===== src/rtl/box_overlay.sv =====
// box_overlay: draws a tracker bounding-box outline onto an RGB888 pixel stream, 2 clk latency.
// Define BOX_OVERLAY_CENTER_MARK_EN to also paint a 1-pixel cross through the box centre.
//
//   state | meaning
//   IDLE  | no valid box seen recently, stream passes through
//   SHOW  | last captured box valid, drawing it
//   HOLD  | tracker lost the box, keep drawing the last one for hold_cnt more frames
module box_overlay #(
   parameter int LINE_W      = 2,
   parameter int HOLD_FRAMES = 8
) (
   input  logic        clk,
   input  logic        rst_n,
   input  logic        lcd_vs,
   input  logic        lcd_de,
   input  logic [11:0] hcount,
   input  logic [11:0] vcount,
   input  logic [23:0] pix_in,
   input  logic [11:0] hcount_l,
   input  logic [11:0] hcount_r,
   input  logic [11:0] vcount_l,
   input  logic [11:0] vcount_r,
   input  logic [23:0] box_color,
   output logic [23:0] pix_out,
   output logic        de_out,
   output logic        vs_out,
   output logic        box_valid
);

   localparam logic [11:0] LW      = 12'(LINE_W);
   localparam logic [7:0]  HOLD_LD = 8'(HOLD_FRAMES - 1);

   typedef enum logic [1:0] {IDLE, SHOW, HOLD} state_t;

   state_t      state;
   logic [7:0]  hold_cnt;
   logic [1:0]  vs_hist;
   logic        vs_rise;
   logic        capture_ok;
   logic [11:0] sh_l, sh_r, sh_vl, sh_vr;
   logic [23:0] sh_color;

   logic        in_h, in_v;
   logic        on_outline;
   logic        on_mark;
   logic        hit;

   logic        de_1, vs_1;
   logic [23:0] pix_1;

   assign vs_rise    = (vs_hist == 2'b01);
   assign capture_ok = (hcount_l < hcount_r) && (vcount_l < vcount_r);

   always_ff @(posedge clk or negedge rst_n) begin
      if (!rst_n) begin
         vs_hist <= 2'b00;
      end else begin
         vs_hist <= {vs_hist[0], lcd_vs};
      end
   end

   // Frame-level decisions happen only on vs_rise so the drawn box never changes mid-frame.
   always_ff @(posedge clk or negedge rst_n) begin
      if (!rst_n) begin
         state     <= IDLE;
         hold_cnt  <= 8'd0;
         box_valid <= 1'b0;
         sh_l      <= 12'd0;
         sh_r      <= 12'd0;
         sh_vl     <= 12'd0;
         sh_vr     <= 12'd0;
         sh_color  <= 24'd0;
      end else if (vs_rise) begin
         if (capture_ok) begin
            sh_l      <= hcount_l;
            sh_r      <= hcount_r;
            sh_vl     <= vcount_l;
            sh_vr     <= vcount_r;
            sh_color  <= box_color;
            state     <= SHOW;
            box_valid <= 1'b1;
         end else begin
            case (state)
               SHOW: begin
                  state     <= HOLD;
                  hold_cnt  <= HOLD_LD;
                  box_valid <= 1'b1;
               end
               HOLD: begin
                  if (hold_cnt == 8'd0) begin
                     state     <= IDLE;
                     box_valid <= 1'b0;
                  end else begin
                     hold_cnt  <= hold_cnt - 8'd1;
                     box_valid <= 1'b1;
                  end
               end
               default: begin
                  state     <= IDLE;
                  box_valid <= 1'b0;
               end
            endcase
         end
      end
   end

   assign in_h = (hcount >= sh_l) && (hcount <= sh_r);
   assign in_v = (vcount >= sh_vl) && (vcount <= sh_vr);

   // Differences are only meaningful inside the box, where none of them can wrap.
   always_comb begin
      on_outline = 1'b0;
      if (in_h && in_v) begin
         on_outline = ((hcount - sh_l) < LW) || ((sh_r - hcount) < LW) ||
                      ((vcount - sh_vl) < LW) || ((sh_vr - vcount) < LW);
      end
   end

`ifdef BOX_OVERLAY_CENTER_MARK_EN
   logic [11:0] mid_h, mid_v;

   // (a+b)>>1 over 13 bits, folded so no sum bit is left unused.
   assign mid_h = {1'b0, sh_l[11:1]} + {1'b0, sh_r[11:1]} + {11'd0, sh_l[0] & sh_r[0]};
   assign mid_v = {1'b0, sh_vl[11:1]} + {1'b0, sh_vr[11:1]} + {11'd0, sh_vl[0] & sh_vr[0]};
   assign on_mark = in_h && in_v && ((hcount == mid_h) || (vcount == mid_v));
`else
   assign on_mark = 1'b0;
`endif

   assign hit = (on_outline || on_mark) && lcd_de && box_valid;

   always_ff @(posedge clk or negedge rst_n) begin
      if (!rst_n) begin
         de_1    <= 1'b0;
         vs_1    <= 1'b0;
         pix_1   <= 24'd0;
         de_out  <= 1'b0;
         vs_out  <= 1'b0;
         pix_out <= 24'd0;
      end else begin
         de_1    <= lcd_de;
         vs_1    <= lcd_vs;
         pix_1   <= hit ? sh_color : pix_in;
         de_out  <= de_1;
         vs_out  <= vs_1;
         pix_out <= de_1 ? pix_1 : 24'd0;
      end
   end

endmodule


===== config.mk =====
export PLATFORM = sky130hd
export DESIGN_NAME = box_overlay
export DESIGN_NICKNAME = d
export VERILOG_FILES = /design/src/rtl/box_overlay.sv
export SDC_FILE = /design/constraint.sdc
export NUM_CORES = 1
export LEC_CHECK = 0
export ABC_CLOCK_PERIOD_IN_PS = 4400
export BUFFER_PORTS_ARGS = -buffer_cell sky130_fd_sc_hd__buf_4
export CAP_MARGIN = 20
export CORE_MARGIN = 1.5
export CORE_UTILIZATION = 35
export CTS_CLUSTER_SIZE = 20
export DETAILED_ROUTE_END_ITERATION = 16
export PLACE_DENSITY = 0.58
export SETUP_SLACK_MARGIN = 0.02
export SYNTH_ARGS = -nofsm -noshare
export SYNTH_HDL_FRONTEND = slang
export SYNTH_SLANG_ARGS = --single-unit
export TNS_END_PERCENT = 50

===== constraint.sdc =====
create_clock -name clk -period 4.4 [get_ports clk]
set_clock_uncertainty 0.2 [all_clocks]
set_input_delay 0.88 -clock clk [delete_from_list [all_inputs] [get_ports clk]]
set_output_delay 0.88 -clock clk [all_outputs]
set_load 0.1 [all_outputs]

==> results.py, run 1 <==
metrics = {
    "setup_path": {
        "crit_path_end_kind": "flip-flop",
        "reg2reg_depth": 13,
        "crit_top_cell": "inv_1",
        "worstSetupStartpointType": "primary input",
        "critPathMaxStageDelay_ns": 0.61,
        "timing.rr.end": "pix_1[21]",
        "cp_num_buf_inv": 4,
        "ff2ff_setup_slack_ns": 0.65,
        "cp_cell_sequence": "buf_4 > inv_1 > ha_1 > inv_1 > fa_1 > a21o_1 > a21oi_1 > xor2_1 > o311a_1 > o211ai_1 > nor4_1 > o41ai_4 > buf_12 > mux2_4",
        "r2r-start": "sh_r[0]",
        "path_max_fanout": 13,
        "cp_slowest_cell": "nor4_1",
        "arrival_ns": 3.99,
        "cp_top_family": "compound AO/OA/AOI/OAI gates",
        "crit_type": "in -> reg",
        "cp.required_ns": 4.51,
    },
    "sta": {
        "tightestPinTransition_ns": 0.978,
        "setup_slack_ns": 0.516,
        "min_period_over_period": 0.883,
        "rsz0062_at_grt": "false",
        "drv_slew": 0,
        "min_period_ns": 3.88,
        "setup_tns_ns": 0,
        "relSlewSlack": 0.348,
        "setup_viol": 0,
        "whs_ns": 0.197,
        "hold_viol_final": 0,
        "clock.fmax_mhz": 257,
    },
    "die": {
        "die_x_um": 155,
        "pin_count": 151,
        "dieHeight_um": 155,
        "coreArea_sq_um": 22700,
        "placementRows": 55,
        "start_util": 0.358,
        "die-area_sq_um": 24200,
    },
    "final_layout": {
        "final_cell_mix": "buf_4 (158), dfrtp_1 (135), inv_1 (88), ha_1 (74), mux2_2 (54)",
        "final_common_cell": "buf_4",
        "n_antenna_cell": 0,
        "seqCellArea_sq_um": 3380,
        "instances_no_fill": 1243,
        "nNetsFinal": 1147,
        "drive_gt1_frac": 0.289,
        "fin_area_sq_um": 10300,
        "area_delta_synth_final_pct": 26.3,
        "fillers": 2175,
        "utilization": 0.452,
        "multi_input_comb_area_sq_um": 4350,
    },
    "min_path": {
        "hp-start": "vs_hist[0]",
        "hold_class": "reg -> reg",
        "hold_depth": 0,
        "min_to": "vs_hist[1]",
    },
    "synthesis": {
        "async_flop_share": 1.00,
        "yosys_warnings": 0,
        "synthCells": 784,
        "synth_edf_count": 0,
        "synthesis.area_sq_um": 8140,
        "avgSynthCellArea_sq_um": 10.4,
        "yosys.area.top_type": "dfrtp_1",
        "yosysSeqAreaShare": 0.415,
        "synthTopCellsByArea": "dfrtp_1 (42%), ha_1 (11%), mux2_2 (7.5%), inv_1 (4.1%), mux2_4 (3.7%)",
        "synth.distinct_cells": 65,
        "ys_ff_latch": 135,
        "synth_flop_cell": "dfrtp_1",
        "synth_top_area_share": 0.415,
        "synthesis.nets": 986,
    },
    "detailed_routing": {
        "vias": 6372,
        "vias_per_cell": 5.13,
        "ant_nets": 0,
        "drc": 0,
        "routed_wl_um": 20900,
        "wl_per_cell_um": 16.8,
        "initialDrtViolationCount": 352,
        "drtPass1Iterations": 5,
    },
    "place": {
        "gp_congestion": 0.881,
        "portBuffers": 150,
        "dp_cells": 1211,
        "hpwl_um": 16000,
        "placed_area_sq_um": 9670,
        "pre_cts_slack_ns": 0.112,
    },
    "clock_network": {
        "cts_buffers": 17,
        "cts_resized": 0,
        "root_buffer": "clkbuf_16",
        "insertion_delay_ns": 0.42,
        "cts_hold_buf": 0,
        "htree_levels": 4,
        "clk_pin_slew_ns": 0.06,
        "cts_setup_buffers": 0,
        "clock-sinks": 135,
        "cts_tree": "built",
        "clockBufferDepth": 2,
    },
    "grt": {
        "grt_pass1_vias": 6511,
        "antenna_found_initial": 0,
        "grt_overflow": 0,
        "grt_usage": 0.182,
        "grt_max_degree": 106,
        "grt_pass1_wl_um": 34100,
    },
    "job": {
        "maxCapViolCount": 0,
    },
    "pwr": {
        "power_density_nw_per_um2": 482,
        "leakagePower_nw": 4.98,
        "power_mw": 4.95,
        "ir_drop_uv": 262,
    },
    "status": {
        "outcome": "finished, final reports clean",
    },
}
-- synth_stat cells (10+ instances only) --
master,number
dfrtp_1,135
inv_1,88
ha_1,74
mux2_2,54
o21ai_0,52
a21oi_1,41
nand3_1,32
nor2_1,32
nand2_1,26
and2_1,24
mux2_4,20
clkbuf_1,17
nand2b_1,14
a21o_1,13
nor3_1,12
o21a_1,10
-- state kept, by name, summed over array words and instances (netlist names) --
name,cells
box_valid,1
de_1,1
de_out,1
hold_cnt,8
pix_1,24
pix_out,24
sh_color,24
sh_l,12
sh_r,12
sh_vl,12
sh_vr,12
state,2
vs_hist,2
-- worst register-to-register path, cell delays in order (launching register included) --
cell       delay [ns]
dfrtp_1          0.39
inv_1            0.06
ha_1             0.15
inv_1            0.06
fa_1             0.39
a211o_1          0.34
a31o_1           0.23
a21oi_2          0.15
xnor2_1          0.08
or4_4            0.55
a2111oi_4        0.35
o41ai_4          0.18
buf_12           0.20
mux2_4           0.30
-- metal layers --
layer  GRT usage  routed length [um]
met1       0.240                9700
met2       0.298                9870
met3      0.0306                 804
met4      0.0689                 501
met5           0                   0
-- worst max path at each step --
stage              start        end  slack [ns]  depth (start not counted)
4_1_cts        hcount[0]  pix_1[18]        0.56                         14
3_3_place_gp   hcount[0]   pix_1[1]        0.12                         13
6_report       hcount[0]  pix_1[21]        0.52                         14
5_1_grt        hcount[0]   pix_1[1]        0.34                         13
3_5_place_dp   hcount[0]  pix_1[21]        0.11                         13
2_1_floorplan  hcount[0]  pix_1[10]        0.38                         12
-- logic make-up after synthesis --
group | Yosys count | share of synthesized area
mux | 80 | 0.119
compound gates | 189 | 0.157
buf+inv | 108 | 0.0517
simple gates | 178 | 0.117
flops | 135 | 0.415
xor+xnor | 16 | 0.0172
fa+ha+maj | 78 | 0.124
-- cell type report --
type / instances / share of cell area
clock buffer: 18 / 0.0427
tap: 285 / 0.0347
timing repair buffer: 162 / 0.122
inverter: 88 / 0.0322
sequential: 135 / 0.329
clock inverter: 14 / 0.0160
multi-input combinational: 541 / 0.423
-- power by group --
group	total [mW]	switching (mW)	internal, mW	leakage (nW)
Clock	1.47	0.602	0.866	0.292
Combinational	1.83	1.01	0.818	3.06
Sequential	1.65	0.144	1.50	1.63
Total	4.95	1.76	3.19	4.98
(Power assumes the default switching activity.)
==> run 2: changes to the inputs <==
- ABC_AREA: not set -> 1
- CORE_MARGIN: 1.5 -> not set
- PLACE_DENSITY: 0.58 -> 0.57
==> run 2 against run 1 <==
Net effect:
- count of clock-buffer cells in the layout is 1 higher
- critical path depth is 5 higher
- power grew 3.2%
- critical path type unchanged
- critical endpoint is now pix_1[2]
==> results.py, run 2 <==
metrics = {
    "die": {
        "placementRows": 58,
        "coreArea_sq_um": 25200,
        "dieHeight_um": 162,
        "pin_count": 151,
        "start_util": 0.357,
        "die-area_sq_um": 26400,
        "die_x_um": 162,
    },
    "setup_path": {
        "cp_slowest_cell": "o21ai_4",
        "arrival_ns": 3.33,
        "timing.rr.end": "pix_1[2]",
        "crit_type": "in -> reg",
        "critPathMaxStageDelay_ns": 0.54,
        "crit_top_cell": "nand2_1",
        "r2r-start": "sh_r[0]",
        "reg2reg_depth": 19,
        "path_max_fanout": 24,
        "worstSetupStartpointType": "primary input",
        "ff2ff_setup_slack_ns": 1.36,
        "cp_cell_sequence": "buf_4 > ha_1 > inv_1 > fa_1 > inv_1 > nor2_1 > nor2_2 > inv_1 > nand2_1 > nand2_1 > nand2_1 > nand2_1 > nand3_1 > nor2_1 > nand3_1 > nand2_2 > o21ai_4 > nand2_1 > nand2_1",
        "crit_path_end_kind": "flip-flop",
        "cp.required_ns": 4.57,
    },
    "status": {
        "outcome": "finished, final reports clean",
    },
    "synthesis": {
        "synth_top_area_share": 0.375,
        "synth_common_cells": "nand2_1 (392), inv_1 (226), dfrtp_1 (135)",
        "synth_most_common_cell": "nand2_1",
        "synthesis.area_sq_um": 9000,
        "synthCells": 1239,
        "synth_top_family_by_area": "simple AND/OR/NAND/NOR gates",
        "async_flop_share": 1.00,
        "yosys_warnings": 0,
        "synth_fa_ha_area_frac": 0.112,
        "synth_edf_count": 0,
        "synth.distinct_cells": 42,
        "synthTopCellsByArea": "dfrtp_1 (38%), nand2_1 (16%), ha_1 (10%), inv_1 (9.4%), nand3_1 (6.0%)",
        "synthSimpleGateAreaFrac": 0.297,
        "yosysSeqAreaShare": 0.375,
        "avgSynthCellArea_sq_um": 7.26,
        "synth_compound_area_frac": 0.0834,
        "synth_flop_cell": "dfrtp_1",
        "muxShareOfSynthArea": 0,
        "yosys.area.top_type": "dfrtp_1",
        "ys_ff_latch": 135,
        "synthesis.nets": 1441,
        "synth_xor_area_frac": 0.0175,
    },
    "final_layout": {
        "final_common_cell": "nand2_1",
        "fillers": 2630,
        "reg_top3": "pix_1 x24, pix_out x24, sh_color x24",
        "nNetsFinal": 1591,
        "fin_area_sq_um": 11100,
        "final_cell_mix": "nand2_1 (392), inv_1 (226), buf_4 (154), dfrtp_1 (135), nand3_1 (108)",
        "n_antenna_cell": 0,
        "utilization": 0.439,
        "drive_gt1_frac": 0.163,
        "area_delta_synth_final_pct": 22.8,
        "instances_no_fill": 1732,
    },
    "min_path": {
        "hp-start": "vs_hist[0]",
        "hold_class": "reg -> reg",
        "min_to": "vs_hist[1]",
        "hold_depth": 0,
    },
    "grt": {
        "grt_pass1_vias": 7756,
        "grt_overflow": 0,
        "grt_max_degree": 89,
        "antenna_found_initial": 0,
        "grt_pass1_wl_um": 39100,
        "grt_usage": 0.189,
    },
    "place": {
        "dp_cells": 1700,
        "hpwl_um": 18800,
        "placed_area_sq_um": 10400,
        "pre_cts_slack_ns": 0.750,
        "gp_congestion": 0.919,
        "portBuffers": 150,
    },
    "sta": {
        "rsz0062_at_grt": "false",
        "drv_slew": 0,
        "setup_viol": 0,
        "relSlewSlack": 0.383,
        "tightestPinTransition_ns": 0.925,
        "setup_slack_ns": 1.24,
        "setup_tns_ns": 0,
        "min_period_ns": 3.16,
        "min_period_over_period": 0.719,
        "hold_viol_final": 0,
        "whs_ns": 0.181,
        "clock.fmax_mhz": 316,
    },
    "detailed_routing": {
        "wl_per_cell_um": 13.7,
        "vias": 8052,
        "drtPass1Iterations": 5,
        "initialDrtViolationCount": 456,
        "drc": 0,
        "ant_nets": 0,
        "routed_wl_um": 23700,
        "vias_per_cell": 4.65,
    },
    "job": {
        "maxCapViolCount": 0,
    },
    "clock_network": {
        "cts_hold_buf": 0,
        "clk_pin_slew_ns": 0.06,
        "cts_setup_buffers": 0,
        "insertion_delay_ns": 0.43,
        "cts_tree": "built",
        "clock-sinks": 135,
        "cts_resized": 0,
        "root_buffer": "clkbuf_16",
        "htree_levels": 4,
        "clockBufferDepth": 2,
        "cts_buffers": 17,
    },
    "pwr": {
        "power_density_nw_per_um2": 462,
        "power_mw": 5.11,
        "clkPwrFrac": 0.291,
        "switchingPower_mw": 1.99,
        "seqPwrFrac": 0.315,
        "p_comb_frac": 0.394,
        "p_sw_frac": 0.390,
        "leakagePower_nw": 6.35,
        "internal_power_mw": 3.11,
        "ir_drop_uv": 215,
    },
}
-- run 2: cell count changes in the layout (fill, tap and decap cells not counted), moves of 39 or more --
| cell | change |
|---|---|
| inv_1 | +138 |
| mux2_2 | -54 |
| nand2_1 | +366 |
| nand3_1 | +76 |
| nor2_1 | +56 |
| o21ai_0 | -39 |
-- run 2: layout make-up --
cell class	count	area, sq um	area share
Multi-Input combinational cell	850	4590	0.415
Sequential cell	135	3380	0.306
Timing Repair Buffer	157	1210	0.109
Inverter	228	856	0.0774
Clock buffer	19	453	0.0410
Tap cell	330	413	0.0374
Clock inverter	13	158	0.0143
-- run 2: critical path: cells and delay by family --
| family | cells | cell delay (ns) |
|---|---|---|
| AOI/OAI and AO/OA | 1 | 0.54 |
| adders and majority gates | 2 | 0.62 |
| buffers and inverters | 4 | 0.34 |
| and+or+nand+nor | 12 | 0.94 |
-- run 2: worst max path at each step --
stage,depth (start not counted),slack [ns],from,end
after global placement,19,0.77,hcount[0],pix_1[19]
after global routing,19,0.85,hcount[0],pix_1[4]
after floorplan,19,1.46,hcount[0],pix_1[10]
after detailed placement,19,0.75,hcount[0],pix_1[2]
final,19,1.24,hcount[0],pix_1[2]
after CTS,19,1.19,hcount[0],pix_1[2]
-- run 2: per-layer routing --
layer  wire length, um  global-route usage  vias to the layer above
li1                  -                   -                     4180
met1             10900               0.248                     3694
met2             11600               0.323                      148
met3               740              0.0216                       30
met4               458              0.0643                        0
met5                 0                   0                        -
-- run 2: cell families after synthesis --
logic type                 count (synthesis)
adders and majority gates                 78
AOI/OAI and AO/OA                        116
and+or+nand+nor                          638
DFF                                      135
xor gates and xnor gates                  18
buffers and inverters                    254
-- run 2: power by group through the flow --
| stage | Clock (mW) | Sequential [mW] | Combinational, mW |
|---|---|---|---|
| after detailed placement | 0 | 1.63 | 2.02 |
| final | 1.49 | 1.61 | 2.01 |
| after global routing | 1.57 | 1.64 | 2.31 |
| after global placement | 0 | 1.62 | 2.00 |
| after floorplan | 0 | 1.70 | 1.41 |
| after CTS | 1.52 | 1.61 | 2.03 |
